$ cat config.mk
export PLATFORM = sky130hd
export DESIGN_NAME = ni_packetizer
export DESIGN_NICKNAME = d
export VERILOG_FILES = /design/src/rtl/noc_pkg.sv /design/src/rtl/ni_credit_counter.sv /design/src/rtl/ni_packetizer.sv
export SDC_FILE = /design/constraint.sdc
export NUM_CORES = 1
export LEC_CHECK = 0
export ABC_AREA = 1
export BUFFER_PORTS_ARGS = -buffer_cell sky130_fd_sc_hd__buf_2
export CAP_MARGIN = 5
export CORE_MARGIN = 2
export CORE_UTILIZATION = 30
export DETAILED_ROUTE_END_ITERATION = 8
export GPL_ROUTABILITY_DRIVEN = 0
export PLACE_DENSITY = 0.55
export SLEW_MARGIN = 20
export SYNTH_ARGS = -nofsm -noshare
export SYNTH_HDL_FRONTEND = slang
export SYNTH_SLANG_ARGS = --single-unit
$ cat constraint.sdc
create_clock -name clk_i -period 2.82 [get_ports clk_i]
set_input_delay 0.282 -clock clk_i [delete_from_list [all_inputs] [get_ports clk_i]]
set_output_delay 0.282 -clock clk_i [all_outputs]
set_load 0.05 [all_outputs]
$ cat src/rtl/noc_pkg.sv
// Shared NoC definitions: flit geometry, flit type encoding, head-field layout
// and router address format, used by both the packetizer and route computation.
package noc_pkg;

    localparam int FLIT_W        = 16;
    localparam int ADDR_W        = 8;
    localparam int LEN_W         = 4;
    localparam int PAYLOAD_W     = 14;
    localparam int TYPE_LSB      = 14;
    localparam int HEAD_DEST_LSB = 6;
    localparam int HEAD_LEN_LSB  = 2;

    typedef enum logic [1:0] {
        FT_BODY      = 2'b00,
        FT_HEAD      = 2'b01,
        FT_TAIL      = 2'b10,
        FT_HEAD_TAIL = 2'b11
    } flit_type_e;

    typedef struct packed {
        logic [3:0] x;
        logic [3:0] y;
    } noc_addr_t;

    function automatic logic [FLIT_W-1:0] make_head(input flit_type_e ftype,
                                                    input noc_addr_t dest,
                                                    input logic [LEN_W-1:0] len);
        return {ftype, dest, len, 2'b00};
    endfunction

    function automatic logic [FLIT_W-1:0] make_payload(input flit_type_e ftype,
                                                       input logic [PAYLOAD_W-1:0] data);
        return {ftype, data};
    endfunction

endpackage

$ cat src/rtl/ni_credit_counter.sv
// Credit counter tracking free slots in the router's local input queue;
// flags a sticky error if the router returns more credits than slots exist.
module ni_credit_counter #(
    parameter int BUF_DEPTH = 4
) (
    input  logic clk_i,
    input  logic rst_i,
    input  logic consume,
    input  logic credit_i,
    output logic avail,
    output logic err
);

    localparam int CW = $clog2(BUF_DEPTH + 1);
    localparam logic [CW-1:0] FULL = CW'(BUF_DEPTH);
    localparam logic [CW-1:0] ZERO = CW'(0);
    localparam logic [CW-1:0] ONE  = CW'(1);

    logic [CW-1:0] count_r;
    logic          err_r;

    // Count update; a simultaneous send and credit cancel out
    always_ff @(posedge clk_i) begin
        if (rst_i) begin
            count_r <= FULL;
            err_r   <= 1'b0;
        end else begin
            case ({consume, credit_i})
                2'b10: begin
                    if (count_r != ZERO) begin
                        count_r <= count_r - ONE;
                    end else begin
                        count_r <= count_r;
                    end
                end
                2'b01: begin
                    if (count_r == FULL) begin
                        err_r <= 1'b1;
                    end else begin
                        count_r <= count_r + ONE;
                    end
                end
                default: count_r <= count_r;
            endcase
        end
    end

    assign avail = (count_r != ZERO);
    assign err   = err_r;

endmodule

$ cat src/rtl/ni_packetizer.sv
// NI transmit side: turns a (dest, len) descriptor plus payload words into
// head/body/tail flits for the router local queue under credit flow control.
module ni_packetizer
    import noc_pkg::*;
#(
    parameter int BUF_DEPTH = 4,
    parameter int MAX_LEN   = 15
) (
    input  logic                 clk_i,
    input  logic                 rst_i,
    input  logic                 msg_valid_i,
    output logic                 msg_ready_o,
    input  logic [ADDR_W-1:0]    msg_dest_i,
    input  logic [LEN_W-1:0]     msg_len_i,
    input  logic                 data_valid_i,
    output logic                 data_ready_o,
    input  logic [PAYLOAD_W-1:0] data_i,
    output logic [FLIT_W-1:0]    flit_o,
    output logic                 flit_valid_o,
    input  logic                 credit_i,
    output logic                 credit_err_o
);

    typedef enum logic [1:0] {
        S_IDLE = 2'b00,
        S_HEAD = 2'b01,
        S_BODY = 2'b10
    } state_e;

    localparam logic [LEN_W-1:0] MAX_LEN_L = LEN_W'(MAX_LEN);

    state_e             state_r, state_s;
    noc_addr_t          dest_r, dest_s;
    logic [LEN_W-1:0]   len_r, len_s;
    logic [LEN_W-1:0]   rem_r, rem_s;
    logic               send_s;
    logic [FLIT_W-1:0]  flit_s;
    logic               avail_s;

    ni_credit_counter #(.BUF_DEPTH(BUF_DEPTH)) u_credit (
        .clk_i    (clk_i),
        .rst_i    (rst_i),
        .consume  (send_s),
        .credit_i (credit_i),
        .avail    (avail_s),
        .err      (credit_err_o)
    );

    // Next-state, flit assembly and handshake outputs
    always_comb begin
        state_s      = state_r;
        dest_s       = dest_r;
        len_s        = len_r;
        rem_s        = rem_r;
        send_s       = 1'b0;
        flit_s       = {FLIT_W{1'b0}};
        msg_ready_o  = (state_r == S_IDLE);
        data_ready_o = (state_r == S_BODY) && avail_s;
        case (state_r)
            S_IDLE: begin
                if (msg_valid_i) begin
                    dest_s  = msg_dest_i;
                    len_s   = (msg_len_i > MAX_LEN_L) ? MAX_LEN_L : msg_len_i;
                    state_s = S_HEAD;
                end else begin
                    state_s = S_IDLE;
                end
            end
            S_HEAD: begin
                if (avail_s) begin
                    send_s = 1'b1;
                    if (len_r == 4'd0) begin
                        flit_s  = make_head(FT_HEAD_TAIL, dest_r, len_r);
                        state_s = S_IDLE;
                    end else begin
                        flit_s  = make_head(FT_HEAD, dest_r, len_r);
                        rem_s   = len_r;
                        state_s = S_BODY;
                    end
                end else begin
                    state_s = S_HEAD;
                end
            end
            S_BODY: begin
                // data_ready already folds in credit availability
                if (data_valid_i && data_ready_o) begin
                    send_s = 1'b1;
                    rem_s  = rem_r - 4'd1;
                    if (rem_r == 4'd1) begin
                        flit_s  = make_payload(FT_TAIL, data_i);
                        state_s = S_IDLE;
                    end else begin
                        flit_s  = make_payload(FT_BODY, data_i);
                        state_s = S_BODY;
                    end
                end else begin
                    state_s = S_BODY;
                end
            end
            default: state_s = S_IDLE;
        endcase
    end

    // State, descriptor latches and registered flit output
    always_ff @(posedge clk_i) begin
        if (rst_i) begin
            state_r      <= S_IDLE;
            dest_r       <= '0;
            len_r        <= 4'd0;
            rem_r        <= 4'd0;
            flit_o       <= {FLIT_W{1'b0}};
            flit_valid_o <= 1'b0;
        end else begin
            state_r      <= state_s;
            dest_r       <= dest_s;
            len_r        <= len_s;
            rem_r        <= rem_s;
            flit_valid_o <= send_s;
            if (send_s) begin
                flit_o <= flit_s;
            end else begin
                flit_o <= flit_o;
            end
        end
    end

endmodule

==> flow_summary.ini <==
[run_status]
status = finished clean

[sta]
finalHoldViolCount = 0
fin_tns_setup_ns = 0
drv_slew = 0
fin_skew_ns = 0.00799
layout_worst_path_cycle_share_pct = 71.2
tightest_slew_ns = 0.586
slew_headroom_pct = 61.0
max_freq_ghz = 0.498
setup_ws_ns = 0.811
finalSetupViolations = 0
rsz0062_at_grt = no
finalCriticalPeriod_ns = 2.01

[final_layout]
finalNetCount = 322
diodes = 0
drive_gt1_share_pct = 24.9
multi_input_area_um2 = 851
syn2layout_area_growth_pct = 22.6
n_fill_cell = 630
seqCellArea_um2 = 781

[pwr]
switching_share_pct = 34.6
p_int_w = 0.000956
ir_drop_uv = 263
power_density_mw_per_mm2 = 672
p_leak_nw = 0.982
p_clk_share_pct = 28.5
p_sw_w = 0.000505
p_comb_share_pct = 26.8
seqPwrFrac_pct = 44.7

[worst_setup_path]
r2r_end = u_credit.count_r[2]
start_kind = register
end_kind = register
r2r_start = state_r[0]
critPathArrivalTime_ns = 2.17
path_class = reg2reg
cp_max_fo = 5
rrSetupSlack_ns = 0.81
rr_worst_depth = 11
cp.required_ns = 2.98

[yosys]
avgSynthCellArea_um2 = 7.54
syn_inst = 235
synth_cell_type_count = 26
synth_top_cell_by_area = dfxtp_1
synth_fp_nets = 273
syn_area_mm2 = 0.00177
ys_ff_latch = 39
yosysWarnings = 0
synth_top_area_share_pct = 44.0
seq_area_frac_synth_pct = 44.0
netlist_top_cells_area = dfxtp_1 44%, nand2_1 9.5%, o21ai_0 9.3%

[global_route]
antenna_found_initial = 0
grt_max_degree = 28
grt_pass1_wl_um = 6960
grt_pass1_vias = 1513
grt_usage_pct = 13.9
gr-total-overflow = 0

[die]
die-area_mm2 = 0.00654
ioPinCount = 51
num_rows = 27
dieWidth_um = 80.9
floorplan.initialDensity_pct = 31.6
die_y_um = 80.9
core-area_mm2 = 0.00561

[clock_network]
clockRootBuffer = clkbuf_8
cts_buffer_depth = 2
cts_tree = yes
post_cts_resized = 0
htree_levels = 2
clk_latency_ns = 0.29
postCtsSetupBuffers = 0
cts_made_buffers = 5
hold_buffers = 0
clkSinkCount = 39
clkTransAtPathRegs_ns = 0.07

[routing]
wire_per_inst_um = 12.0
ant_nets = 0
first_pass_iters = 4
via_count = 1641
drcViolationCount = 0
drt_iter0_drc = 93
wirelength_um = 4290
viasPerCell = 4.60

[hold_path]
min_delay_path_depth = 3
min_to = dest_r[5]
holdCritPathClass = in2reg
hold_start = msg_dest_i[5]

[placed_design]
place_worst_setup_slack_ns = 0.845
portBuffers = 50
dp_hpwl_um = 3230

[job]
maxCapViolations = 0
==> critical path, cell delays in order (launching register included) <==
cell and delay, ns:
dfxtp_1 0.37, inv_1 0.07, ha_1 0.37, nand4_2 0.17, nand3_1 0.14, fa_1 0.41
inv_1 0.07, nand2_1 0.05, nand2_1 0.07, nand2_1 0.05, nand2_1 0.05, nand3_1 0.06
==> stage by stage <==
step | hold WS, ns | utilization [%] | area, um2 | total power, W | cells
2_1_floorplan | 0.439 | - | 1770 | 0.000963 | 235
3_3_place_gp | 0.449 | 36.9 | 2070 | 0.00106 | 349
3_5_place_dp | 0.453 | 36.9 | 2070 | 0.00106 | 349
4_1_cts | 0.239 | 38.8 | 2170 | 0.00148 | 357
5_1_grt | 0.244 | 38.8 | 2170 | 0.00156 | 357
6_report | 0.245 | 38.8 | 2170 | 0.00146 | 357
==> worst max path at each step <==
stage | slack (ns) | from | depth (start not counted) | end
6_report | 0.81 | state_r[0] | 11 | u_credit.count_r[2]
3_5_place_dp | 0.84 | state_r[0] | 11 | u_credit.count_r[2]
2_1_floorplan | 0.99 | state_r[0] | 11 | u_credit.count_r[2]
4_1_cts | 0.83 | state_r[0] | 11 | u_credit.count_r[2]
5_1_grt | 0.61 | state_r[0] | 9 | u_credit.count_r[1]
3_3_place_gp | 0.91 | state_r[0] | 11 | u_credit.count_r[2]
==> per-layer routing <==
metal | GRT usage [%] | wire length (um)
met2 | 21.0 | 1790
met5 | 0 | 0
met3 | 2.89 | 255
met4 | 6.44 | 89
met1 | 19.1 | 2160
==> logic make-up (layout without fill, tap and decap cells) <==
group | after synthesis | after routing | synth area share, %
AOI/OAI and AO/OA | 62 | 62 | 18.7
DFF | 39 | 39 | 44.0
and+or+nand+nor | 95 | 95 | 23.9
adders and majority gates | 7 | 7 | 5.36
buffers and inverters | 32 | 82 | 7.97
==> power by group through the flow <==
stage               Combinational (W)  Clock [W]  Sequential (W)
floorplan                    0.000232          0        0.000731
global placement             0.000391          0        0.000666
detailed placement           0.000393          0        0.000666
CTS                          0.000393   0.000434        0.000654
global route                 0.000439   0.000457        0.000664
finish                       0.000391   0.000417        0.000653
==> state kept, by name (all words and copies together), names as in the netlist <==
name / count
flit_o: 16
dest_r: 8
len_r: 4
rem_r: 4
u_credit.count_r: 3
state_r: 2
flit_valid_o: 1
u_credit.err: 1
==> cell type report <==
class / instances / share of cell area (%)
clock inverter: 1 / 0.345
tap: 72 / 4.15
multi-input combinational: 164 / 39.1
sequential: 39 / 35.9
inverter: 22 / 3.80
clock buffer: 7 / 4.43
timing repair buffer: 52 / 12.2
==> synthesized netlist by cell type (all sizes together) <==
| master | instances |
|---|---|
| inv | 22 |
| nand2 | 49 |
| a21oi | 14 |
| a31oi | 12 |
| and3 | 1 |
| fa | 1 |
| ha | 6 |
| o21ai | 35 |
| nor2 | 27 |
| nand3 | 11 |
| dfxtp | 39 |
| clkbuf | 5 |
| o21a | 1 |
| or2 | 2 |
| buf | 5 |
| nand4 | 5 |
==> placed cells by master (no fill, tap or decap), drive strengths merged <==
cell and instances:
dfxtp 39, o21a 1, or2 2, inv 22
nand3 11, o21ai 35, a21oi 14, a31oi 12
nor2 27, buf 52, fa 1, clkbuf 7
clkinvlp 1, nand4 5, nand2 49, and3 1
ha 6
No activity file was read; power rests on OpenSTA's default activity.
